===== config.mk =====
export PLATFORM = sky130hd
export DESIGN_NAME = z16_decode_stage
export DESIGN_NICKNAME = d
export VERILOG_FILES = /design/src/rtl/z16_pkg.sv /design/src/rtl/z16_scoreboard.sv /design/src/rtl/z16_decode_stage.sv
export SDC_FILE = /design/constraint.sdc
export NUM_CORES = 1
export LEC_CHECK = 0
export BUFFER_PORTS_ARGS = -buffer_cell sky130_fd_sc_hd__buf_2
export CAP_MARGIN = 20
export CELL_PAD_IN_SITES_DETAIL_PLACEMENT = 1
export CELL_PAD_IN_SITES_GLOBAL_PLACEMENT = 1
export CORE_UTILIZATION = 37
export DETAILED_ROUTE_END_ITERATION = 7
export PLACE_DENSITY_LB_ADDON = 0.15
export SYNTH_ARGS = -nofsm -noshare
export SYNTH_HDL_FRONTEND = slang
export SYNTH_SLANG_ARGS = --single-unit

===== constraint.sdc =====
create_clock -name i_clk -period 4.5 [get_ports i_clk]
set_input_delay 0.225 -clock i_clk [delete_from_list [all_inputs] [get_ports i_clk]]
set_output_delay 0.225 -clock i_clk [all_outputs]
set_load 0.01 [all_outputs]

===== src/rtl/z16_pkg.sv =====
// Shared Z16 decode definitions: opcode constants, immediate formats and the
// decoded-instruction record produced from a raw 16-bit instruction word.
package z16_pkg;

  localparam logic [3:0] OP_ALU_MAX = 4'h8;
  localparam logic [3:0] OP_ADDI    = 4'h9;
  localparam logic [3:0] OP_LOAD    = 4'hA;
  localparam logic [3:0] OP_STORE   = 4'hB;

  typedef enum logic [1:0] {
    NONE,
    I8,
    L4,
    S4
  } imm_fmt_e;

  // imm8 is already sign-extended to 8 bits; the stage widens it to DATA_W.
  typedef struct packed {
    logic [3:0] opcode;
    logic [3:0] rd;
    logic [3:0] rs1;
    logic [3:0] rs2;
    logic [7:0] imm8;
    logic       rd_we;
    logic       mem_we;
    logic [3:0] alu_ctrl;
    logic       use_rs1;
    logic       use_rs2;
  } dec_instr_t;

  function automatic imm_fmt_e imm_fmt(input logic [3:0] op);
    case (op)
      OP_ADDI:  return I8;
      OP_LOAD:  return L4;
      OP_STORE: return S4;
      default:  return NONE;
    endcase
  endfunction

  function automatic dec_instr_t decode(input logic [15:0] instr);
    dec_instr_t d;
    logic [3:0] op;
    op         = instr[3:0];
    d          = '0;
    d.opcode   = op;
    d.rd       = instr[7:4];
    d.rs2      = instr[15:12];
    d.rs1      = (op == OP_ADDI) ? instr[7:4] : instr[11:8];
    case (imm_fmt(op))
      I8:      d.imm8 = instr[15:8];
      L4:      d.imm8 = {{4{instr[15]}}, instr[15:12]};
      S4:      d.imm8 = {{4{instr[7]}}, instr[7:4]};
      default: d.imm8 = '0;
    endcase
    d.rd_we    = (op <= OP_LOAD);
    d.mem_we   = (op == OP_STORE);
    d.alu_ctrl = (op <= OP_ALU_MAX) ? op : 4'h0;
    d.use_rs1  = (op <= OP_STORE);
    d.use_rs2  = (op <= OP_ALU_MAX) || (op == OP_STORE);
    return d;
  endfunction

endpackage


===== src/rtl/z16_scoreboard.sv =====
// Pending-write scoreboard: one bit per register, set on issue, cleared on
// writeback, plus the hazard lookup for an incoming instruction.
module z16_scoreboard
  import z16_pkg::*;
#(
  parameter int NREG = 16
) (
  input  logic       i_clk,
  input  logic       i_rst,
  input  logic       i_set_en,
  input  logic [3:0] i_set_addr,
  input  logic       i_clr_en,
  input  logic [3:0] i_clr_addr,
  input  logic       i_inflight_en,
  input  logic [3:0] i_inflight_addr,
  input  logic [3:0] i_rs1_addr,
  input  logic       i_rs1_use,
  input  logic [3:0] i_rs2_addr,
  input  logic       i_rs2_use,
  input  logic [3:0] i_rd_addr,
  input  logic       i_rd_use,
  output logic       o_busy
);

  logic [NREG-1:0] pending_q;
  logic [NREG-1:0] pending_d;

  // Clear first, then set, so an issue and a retire to the same register
  // leave the bit set (the new writer is still outstanding).
  always_comb begin
    pending_d = pending_q;
    if (i_clr_en) pending_d[i_clr_addr] = 1'b0;
    if (i_set_en) pending_d[i_set_addr] = 1'b1;
  end

  // NOTE: sequential state uses non-blocking assignments so every flop
  // samples the pre-edge values regardless of statement order.
  always_ff @(posedge i_clk or posedge i_rst) begin
    if (i_rst) pending_q <= '0;
    else       pending_q <= pending_d;
  end

  function automatic logic reg_busy(input logic [3:0] a);
    return pending_q[a] || (i_inflight_en && (a == i_inflight_addr));
  endfunction

  assign o_busy = (i_rs1_use && reg_busy(i_rs1_addr)) ||
                  (i_rs2_use && reg_busy(i_rs2_addr)) ||
                  (i_rd_use  && reg_busy(i_rd_addr));

endmodule


===== src/rtl/z16_decode_stage.sv =====
// Z16 decode pipeline stage with valid/ready handshakes. Define
// Z16_SCOREBOARD_EN to add the pending-write scoreboard, hazard stalls and stall counter.
module z16_decode_stage
  import z16_pkg::*;
#(
  parameter int DATA_W = 16,
  parameter int NREG   = 16
) (
  input  logic              i_clk,
  input  logic              i_rst,
  input  logic [15:0]       i_instr,
  input  logic              i_valid,
  output logic              o_ready,
  output logic              o_valid,
  input  logic              i_ready,
  output logic [3:0]        o_opcode,
  output logic [3:0]        o_rd_addr,
  output logic [3:0]        o_rs1_addr,
  output logic [3:0]        o_rs2_addr,
  output logic [DATA_W-1:0] o_imm,
  output logic              o_rd_we,
  output logic              o_mem_we,
  output logic [3:0]        o_alu_ctrl,
  input  logic              i_flush,
  input  logic              i_wb_we,
  input  logic [3:0]        i_wb_addr,
  output logic [15:0]       o_stall_cnt
);

  dec_instr_t        dec;
  logic              hazard;
  logic              accept;
  logic              valid_q, valid_d;
  logic [3:0]        opcode_q, rd_q, rs1_q, rs2_q, alu_ctrl_q;
  logic [DATA_W-1:0] imm_q, imm_d;
  logic              rd_we_q, mem_we_q;

  assign dec     = decode(i_instr);
  assign imm_d   = {{(DATA_W-8){dec.imm8[7]}}, dec.imm8};
  assign o_ready = !i_flush && (!valid_q || i_ready) && !hazard;
  assign accept  = i_valid && o_ready;

  // A flush or a consumed hold empties the stage unless a new word arrives.
  always_comb begin
    valid_d = valid_q;
    if (accept)                valid_d = 1'b1;
    else if (i_flush || i_ready) valid_d = 1'b0;
  end

  always_ff @(posedge i_clk or posedge i_rst) begin
    if (i_rst) begin
      valid_q    <= 1'b0;
      opcode_q   <= '0;
      rd_q       <= '0;
      rs1_q      <= '0;
      rs2_q      <= '0;
      imm_q      <= '0;
      rd_we_q    <= 1'b0;
      mem_we_q   <= 1'b0;
      alu_ctrl_q <= '0;
    end else begin
      valid_q <= valid_d;
      if (accept) begin
        opcode_q   <= dec.opcode;
        rd_q       <= dec.rd;
        rs1_q      <= dec.rs1;
        rs2_q      <= dec.rs2;
        imm_q      <= imm_d;
        rd_we_q    <= dec.rd_we;
        mem_we_q   <= dec.mem_we;
        alu_ctrl_q <= dec.alu_ctrl;
      end
    end
  end

`ifdef Z16_SCOREBOARD_EN
  logic        busy;
  logic        issue;
  logic [15:0] stall_q, stall_d;

  assign issue  = valid_q && i_ready && rd_we_q;
  assign hazard = i_valid && busy;

  z16_scoreboard #(.NREG(NREG)) u_scoreboard (
    .i_clk           (i_clk),
    .i_rst           (i_rst),
    .i_set_en        (issue),
    .i_set_addr      (rd_q),
    .i_clr_en        (i_wb_we),
    .i_clr_addr      (i_wb_addr),
    .i_inflight_en   (valid_q && rd_we_q),
    .i_inflight_addr (rd_q),
    .i_rs1_addr      (dec.rs1),
    .i_rs1_use       (dec.use_rs1),
    .i_rs2_addr      (dec.rs2),
    .i_rs2_use       (dec.use_rs2),
    .i_rd_addr       (dec.rd),
    .i_rd_use        (dec.rd_we),
    .o_busy          (busy)
  );

  always_comb begin
    stall_d = stall_q;
    if (hazard && (stall_q != 16'hFFFF)) stall_d = stall_q + 16'd1;
  end

  always_ff @(posedge i_clk or posedge i_rst) begin
    if (i_rst) stall_q <= '0;
    else       stall_q <= stall_d;
  end

  assign o_stall_cnt = stall_q;
`else
  logic            unused_sb;
  logic [NREG-1:0] unused_regs;

  assign hazard      = 1'b0;
  assign o_stall_cnt = '0;
  assign unused_sb   = ^{i_wb_we, i_wb_addr, dec.use_rs1, dec.use_rs2};
  assign unused_regs = '0;
`endif

  assign o_valid    = valid_q;
  assign o_opcode   = opcode_q;
  assign o_rd_addr  = rd_q;
  assign o_rs1_addr = rs1_q;
  assign o_rs2_addr = rs2_q;
  assign o_imm      = imm_q;
  assign o_rd_we    = rd_we_q;
  assign o_mem_we   = mem_we_q;
  assign o_alu_ctrl = alu_ctrl_q;

endmodule


After elaboration in Yosys (flattened, before gate mapping). Index checks and enable logic that the tools add are counted.

Bits in registers: 31. Logic and storage cells: 30. Input port bits: 26. Output and inout port bits: 56.

Reduce and logical (&&, ||, !) cells: 7. Eq/ne operators: 6. $lt $le $gt $ge: 2. Muxes and demuxes: 6.

Operators with widths (number): 8-bit one-hot mux with 3 select lines (1); 4-bit equality test, second input constant (3); 4-bit less-or-equal comparator, second input constant (2); 4-bit two-way mux (2); 2-bit one-hot mux with 3 select lines (1); 2-bit equality test, second input constant (2); 2-bit by 1-bit equality test with 1-bit output, second input constant (1); 1-bit logical AND (2); 1-bit zero test (2); 1-bit logical OR (2); 1-bit two-way mux (2); 2-bit nonzero test (1).

Logic depth before layout (Yosys ltp). Gate-level depths: netlist of run 1.

Depth in word-level cells: 5. Depth in mapped cells: 5. Depth with buffers taken out: 3.

Least setup slack after synthesis of run 1. OpenSTA, ideal clock, no wires.

Kind: input-to-reg. Start: input port i_instr[1]. End: register rs1_q[0], in the netlist o_rs1_addr[0]. Path slack: 2.963 ns. Buffers on the path: 2. Setup time: 0.125 ns. Arrival: 1.412 ns. Stages on the path: 5. Data required time: 4.375 ns. Cells stage by stage: buf_2 -> nor4bb_4 -> buf_6 -> mux2_1 -> mux2_2.

Cells in the longest elaborated chain, start to end: 2.

RTL lines: from (decl) (RTL line z16_decode_stage.sv:11) `input logic [15:0] i_instr,`; 4-bit equality test (RTL line z16_pkg.sv:48) `d.rs1 = (op == OP_ADDI) ? instr[7:4] : instr[11:8];`; 4-bit two-way mux (RTL line z16_pkg.sv:48); to (signal assigned) (RTL line z16_decode_stage.sv:66) `rs1_q <= dec.rs1;`; to (decl) (RTL line z16_decode_stage.sv:34) `logic [3:0] opcode_q, rd_q, rs1_q, rs2_q, alu_ctrl_q;`.

No other way between the ends. A chain may end at the register's enable or synchronous reset.

Worst setup path in the final report of run 1.
Start: register valid_q, in the netlist o_valid. End: register rs1_q[0], in the netlist o_rs1_addr[0].

Cells in the longest elaborated chain, start to end: 4.

RTL lines: from (decl) (RTL line z16_decode_stage.sv:33) `logic valid_q, valid_d;`; from (signal assigned) (RTL line z16_decode_stage.sv:62) `valid_q <= valid_d;`; 1-bit zero test (RTL line z16_decode_stage.sv:40) `assign o_ready = !i_flush && (!valid_q || i_ready) && !hazard;`; 1-bit logical OR (RTL line z16_decode_stage.sv:40); 1-bit logical AND (RTL line z16_decode_stage.sv:40); 1-bit logical AND (RTL line z16_decode_stage.sv:41) `assign accept = i_valid && o_ready;`.

No other way between the ends.

==> flow_metrics.tcl, run 1 <==
set metrics [dict create \
    crit_fanout 27 \
    cts_resized 0 \
    post_cts_buffers 0 \
    cts_buffers 5 \
    synth_async_sr_flop_share_pct 100 \
    synth_edf_count 0 \
    cts_tree "yes" \
    hpwlAfterDp_mm 2.80 \
    ant_nets 0 \
    gp_congestion 0.680 \
    cts_sinks 31 \
    tightest_slew_ps 646 \
    finalCriticalPeriod_ps 1560 \
    holdBufCountCts 0 \
    setup_viol 0 \
    syn_to_final_growth_pct 19.5 \
    drive_gt1_share_pct 55.7 \
    dieArea_um2 4760 \
    arrival_ps 1730 \
    r2r_cells 4 \
    startpoint_type "register" \
    holdWs_ps 7.11 \
    drtIter0Drc 54 \
    vias 1145 \
    grtUsageTotal_pct 17.4 \
    grt_max_degree 32 \
    portBuffers 60 \
    htree_levels 2 \
    firstDrtPassIters 2 \
    cts_root_buf "clkbuf_8" \
    core_area_um2 4140 \
    crit_required_ps 4670 \
    grt_pass1_wl_mm 5.68 \
    post_synth.cell_area_avg_um2 12.8 \
    synthCells 130 \
    clk_latency_ps 290 \
    nets 210 \
    relSlewSlack_pct 56.9 \
    routed_wl_mm 3.74 \
    synth_ff_type "dfrtp_1" \
    r2r_end "o_rs1_addr[0]$_DFFE_PP0P_" \
    grt_overflow 0 \
    synth_top_cell_by_area "dfrtp_1" \
    antenna_found_initial 0 \
    power_density_nw_per_um2 394 \
    rsz0062_at_grt "no" \
    post-synth-top-area-fraction_pct 46.7 \
    rows 23 \
    yosys_warnings 0 \
    route.detailed.drc 0 \
    setup-tns-final_ps 0 \
    r2r_start "o_valid$_DFFE_PP0P_" \
    total_power_uw 781 \
    diodes 0 \
    clk_path_buf_depth 2 \
    wire_per_inst_um 15.9 \
    num_io_pins 82 \
    die_h_um 69.0 \
    ys_top_cells_by_area "dfrtp_1 47%, mux2_2 21%, buf_4 11%" \
    max_freq_mhz 643 \
    cap_viol_max_count 0 \
    die_width_um 69.0 \
    hold_violations 0 \
    syn-cell-area_um2 1660 \
    synth.distinct_cells 26 \
    skew_ps 5.47 \
    period_share_pct 34.6 \
    endpoint_kind "register" \
    viasPerCell 4.87 \
    reg2reg_slack_ps 2940 \
    crit_type "reg2reg" \
    synth.ff_latch_count 31 \
    synthTopCellsByCount "31 x dfrtp_1, 31 x mux2_2, 24 x buf_4, 7 x a22o_1, 4 x mux2_1" \
    clk_pin_slew_ps 70 \
    maxSlewViolCount 0 \
    ir_worst_vdd_mv 0.161 \
    ys_seq_area_share_pct 46.7 \
    status "finished clean" \
    grt_pass1_vias 1121 \
    hold_class "in2async" \
    leakage_nw 1.04 \
    initial_utilization_pct 40.1 \
]
-- where the power goes --
part	switching [mW]	internal, mW
registers	0.0183	0.316
clock network	0.106	0.179
logic	0.0850	0.0773
total	0.209	0.572
-- cells by family (layout without fill, tap and decap cells) --
logic type             count (synthesis)  after routing  share of synthesized area [%]
AOI/OAI and AO/OA                     15             15                           6.93
buffers and inverters                 33             73                           14.4
DFF                                   31             31                           46.7
muxes                                 35             35                           23.7
other                                  1             16                          0.226
and+or+nand+nor                       15             15                           7.99
-- worst max-delay path: stages, from the launching register on --
cell and delay, ps:
dfrtp_1 390, nor2b_1 190, nor3_4 110, buf_4 350
mux2_2 380
-- routing by layer --
layer	vias to the layer above	global-route usage, %	wire length (µm)	share of wire, %
li1	526	-	-	-
met1	571	19.8	1500	40
met2	43	28.8	1920	51
met3	5	6.74	241	6.4
met4	0	7.65	72	1.9
met5	-	0	0	0
-- registers in the layout (all words and copies together), names as in the netlist --
name	flops
o_rd_we	1
o_rs2_addr	4
o_opcode	4
o_rd_addr	4
o_rs1_addr	4
o_imm	8
o_alu_ctrl	4
o_valid	1
o_mem_we	1
-- layout by cell type (no fill, tap or decap), types with 3 or more instances in the layout --
master | Yosys | layout
a22o_1 | 7 | 7
and2b_1 | 3 | 3
buf_2 | 2 | 60
dfrtp_1 | 31 | 31
mux2_2 | 31 | 31
mux2_1 | 4 | 4
clkbuf_8 | 0 | 6
conb_1 | 1 | 16
nor2b_1 | 3 | 3
inv_1 | 3 | 3
-- worst max path at each step --
stage	endpoint	from	slack (ps)
after global placement	o_rs1_addr[2]$_DFFE_PP0P_	i_instr[3]	2640
after floorplan	o_rs1_addr[0]$_DFFE_PP0P_	i_instr[1]	2960
after CTS	o_rs1_addr[0]$_DFFE_PP0P_	o_valid$_DFFE_PP0P_	2930
after detailed placement	o_rs1_addr[2]$_DFFE_PP0P_	i_instr[3]	2620
after global routing	o_rs1_addr[0]$_DFFE_PP0P_	i_instr[3]	2870
final	o_rs1_addr[0]$_DFFE_PP0P_	o_valid$_DFFE_PP0P_	2940
-- layout make-up --
class | count | area (µm²)
inverter | 3 | 11.3
timing repair buffer | 62 | 315
clock inverter | 2 | 35.0
multi-input combinational | 81 | 702
tap | 50 | 62.6
sequential | 31 | 776
clock buffer | 6 | 82.6
fill | 475 | 2160
-- stage by stage --
step	instance area, µm²	cells	setup slack (ps)	util, %
finish	1980	235	2940	47.9
CTS	1980	235	2930	47.9
global placement	1870	227	2640	45.0
floorplan	1720	145	2960	-
global route	1980	235	2870	47.9
detailed placement	1870	227	2620	45.0
Note: power is estimated with default switching activity, not from simulation.
==> inputs of run 2 (changes only) <==
Settings changed: CORE_UTILIZATION 37 to 31.
Clock period 4.5 ns to 1.43 ns, I/O delays scaled along.
==> flow_metrics.tcl, run 2 (synthesis gave the netlist of run 1 again) <==
set metrics [dict create \
    status "finished clean" \
    holdCritStartpoint "i_flush" \
    die_width_um 75.2 \
    rsz0062_at_grt "yes" \
    syn_to_final_growth_pct 24.0 \
    r2r_cells 4 \
    grt_max_degree 32 \
    crit_buf_inv 1 \
    die_h_um 75.2 \
    path_cells "nor2b_4 -> nor3_4 -> buf_12 -> mux2_2" \
    finalCriticalPeriod_ps 1390 \
    slowest_delay_ps 390 \
    max_freq_mhz 722 \
    ant_nets 0 \
    endpoint_kind "register" \
    post_cts_buffers 0 \
    clk_latency_ps 280 \
    wire_per_inst_um 14.6 \
    dieArea_um2 5650 \
    grtUsageTotal_pct 14.8 \
    crit_family "flip-flops" \
    skew_ps 5.75 \
    crit_required_ps 1580 \
    power_density_nw_per_um2 1100 \
    nets 216 \
    period_share_pct 96.9 \
    hold_depth 2 \
    htree_levels 2 \
    setup_viol 0 \
    arrival_ps 1540 \
    hold_class "in2reg" \
    gp_congestion 0.676 \
    reg2reg_slack_ps 40 \
    antenna_found_initial 0 \
    initial_utilization_pct 32.3 \
    grt_overflow 0 \
    firstDrtPassIters 3 \
    hold_end "o_valid$_DFFE_PP0P_" \
    slowest_stage "dfrtp_1" \
    portBuffers 60 \
    rows 26 \
    num_io_pins 82 \
    core_area_um2 5140 \
    vias 1164 \
    startpoint_type "register" \
    hold_violations 0 \
    final_area_um2 2060 \
    grt_pass1_wl_mm 6.08 \
    r2r_start "o_valid$_DFFE_PP0P_" \
    drive_gt1_share_pct 56.8 \
    clk_pin_slew_ps 60 \
    leakage_nw 1.07 \
    cts_root_buf "clkbuf_8" \
    cts_buffers 5 \
    crit_type "reg2reg" \
    cts_tree "yes" \
    final_cell_mix "60 x buf_2, 31 x mux2_2, 31 x dfrtp_1" \
    dpl_cell_area_um2 1960 \
    final_common_cell "buf_2" \
    routed_wl_mm 3.79 \
    setup-tns-final_ps 0 \
    drtIter0Drc 33 \
    crit_fanout 27 \
    viasPerCell 4.48 \
    maxSlewViolCount 0 \
    ir_worst_vdd_mv 0.374 \
    route.detailed.drc 0 \
    r2r_end "o_rs2_addr[1]$_DFFE_PP0P_" \
    clk_path_buf_depth 2 \
    total_power_mw 2.26 \
    largest_reg_flops 8 \
    diodes 0 \
    hpwlAfterDp_mm 2.80 \
    cts_sinks 31 \
    cap_viol_max_count 0 \
    grt_pass1_vias 1209 \
]
## run 2: changes by cell type in the layout (fill, tap and decap cells not counted)
| cell | delta |
|---|---|
| buf_4 | +3 |
| buf_12 | +2 |
| bufinv_16 | -1 |
| dlygate4sd3_1 | +1 |
| nor2b_1 | -1 |
| nor2b_4 | +1 |
## run 2: cell type report
type,instances,area (µm²)
Fill cell,604,3080
Tap cell,70,87.6
Inverter,3,11.3
Clock buffer,6,82.6
Multi-Input combinational cell,81,709
Clock inverter,1,5.00
Sequential cell,31,776
Timing Repair Buffer,68,388
## run 2: power breakdown
| group | internal [mW] | switching, mW | total, mW |
|---|---|---|---|
| Sequential | 0.994 | 0.0601 | 1.05 |
| Clock | 0.377 | 0.301 | 0.677 |
| Combinational | 0.260 | 0.267 | 0.528 |
| Total | 1.63 | 0.628 | 2.26 |
## run 2: timing repair
| action | 4_1_cts | 5_1_grt |
|---|---|---|
| hold buffers | 1 | 0 |
| hold endpoints to repair | 31 | 0 |
| setup endpoints to repair | 0 | 20 |
| gates resized for setup | 0 | 0 |
## run 2: worst reg2reg max path: stages (launching register included)
cell,delay [ps]
dfrtp_1,390
nor2b_4,150
nor3_4,140
buf_12,220
mux2_2,370
## run 2: metrics by stage
step / setup WS, ps / hold WS [ps] / cells / util (%)
after floorplan: -63.4 / 135 / 145 / -
after global placement: -1.67 / 173 / 252 / 38.2
after detailed placement: -5.14 / 184 / 252 / 38.2
after CTS: 22.5 / 40.4 / 260 / 40.1
after global routing: -27.0 / 43.0 / 260 / 40.1
final: 44.0 / 49.4 / 260 / 40.1
## run 2: worst max-delay path by stage
stage / from / to / slack, ps / cells after the start
global route: o_valid$_DFFE_PP0P_ / o_rs2_addr[1]$_DFFE_PP0P_ / -30 / 4
CTS: o_valid$_DFFE_PP0P_ / o_rs2_addr[1]$_DFFE_PP0P_ / 20 / 4
floorplan: o_valid$_DFFE_PP0P_ / o_opcode[2]$_DFFE_PP0P_ / -60 / 4
detailed placement: i_instr[1] / o_rs1_addr[1]$_DFFE_PP0P_ / -5 / 5
finish: o_valid$_DFFE_PP0P_ / o_rs2_addr[1]$_DFFE_PP0P_ / 40 / 4
global placement: i_instr[1] / o_rs1_addr[2]$_DFFE_PP0P_ / -2 / 5
## run 2: routing by layer
metal  track usage, %  wire length, µm  up-vias
met4             4.94               53        0
li1                 -                -      534
met3             5.09              220        6
met5                0                0        -
met2             25.3             1920       41
met1             17.5             1590      583
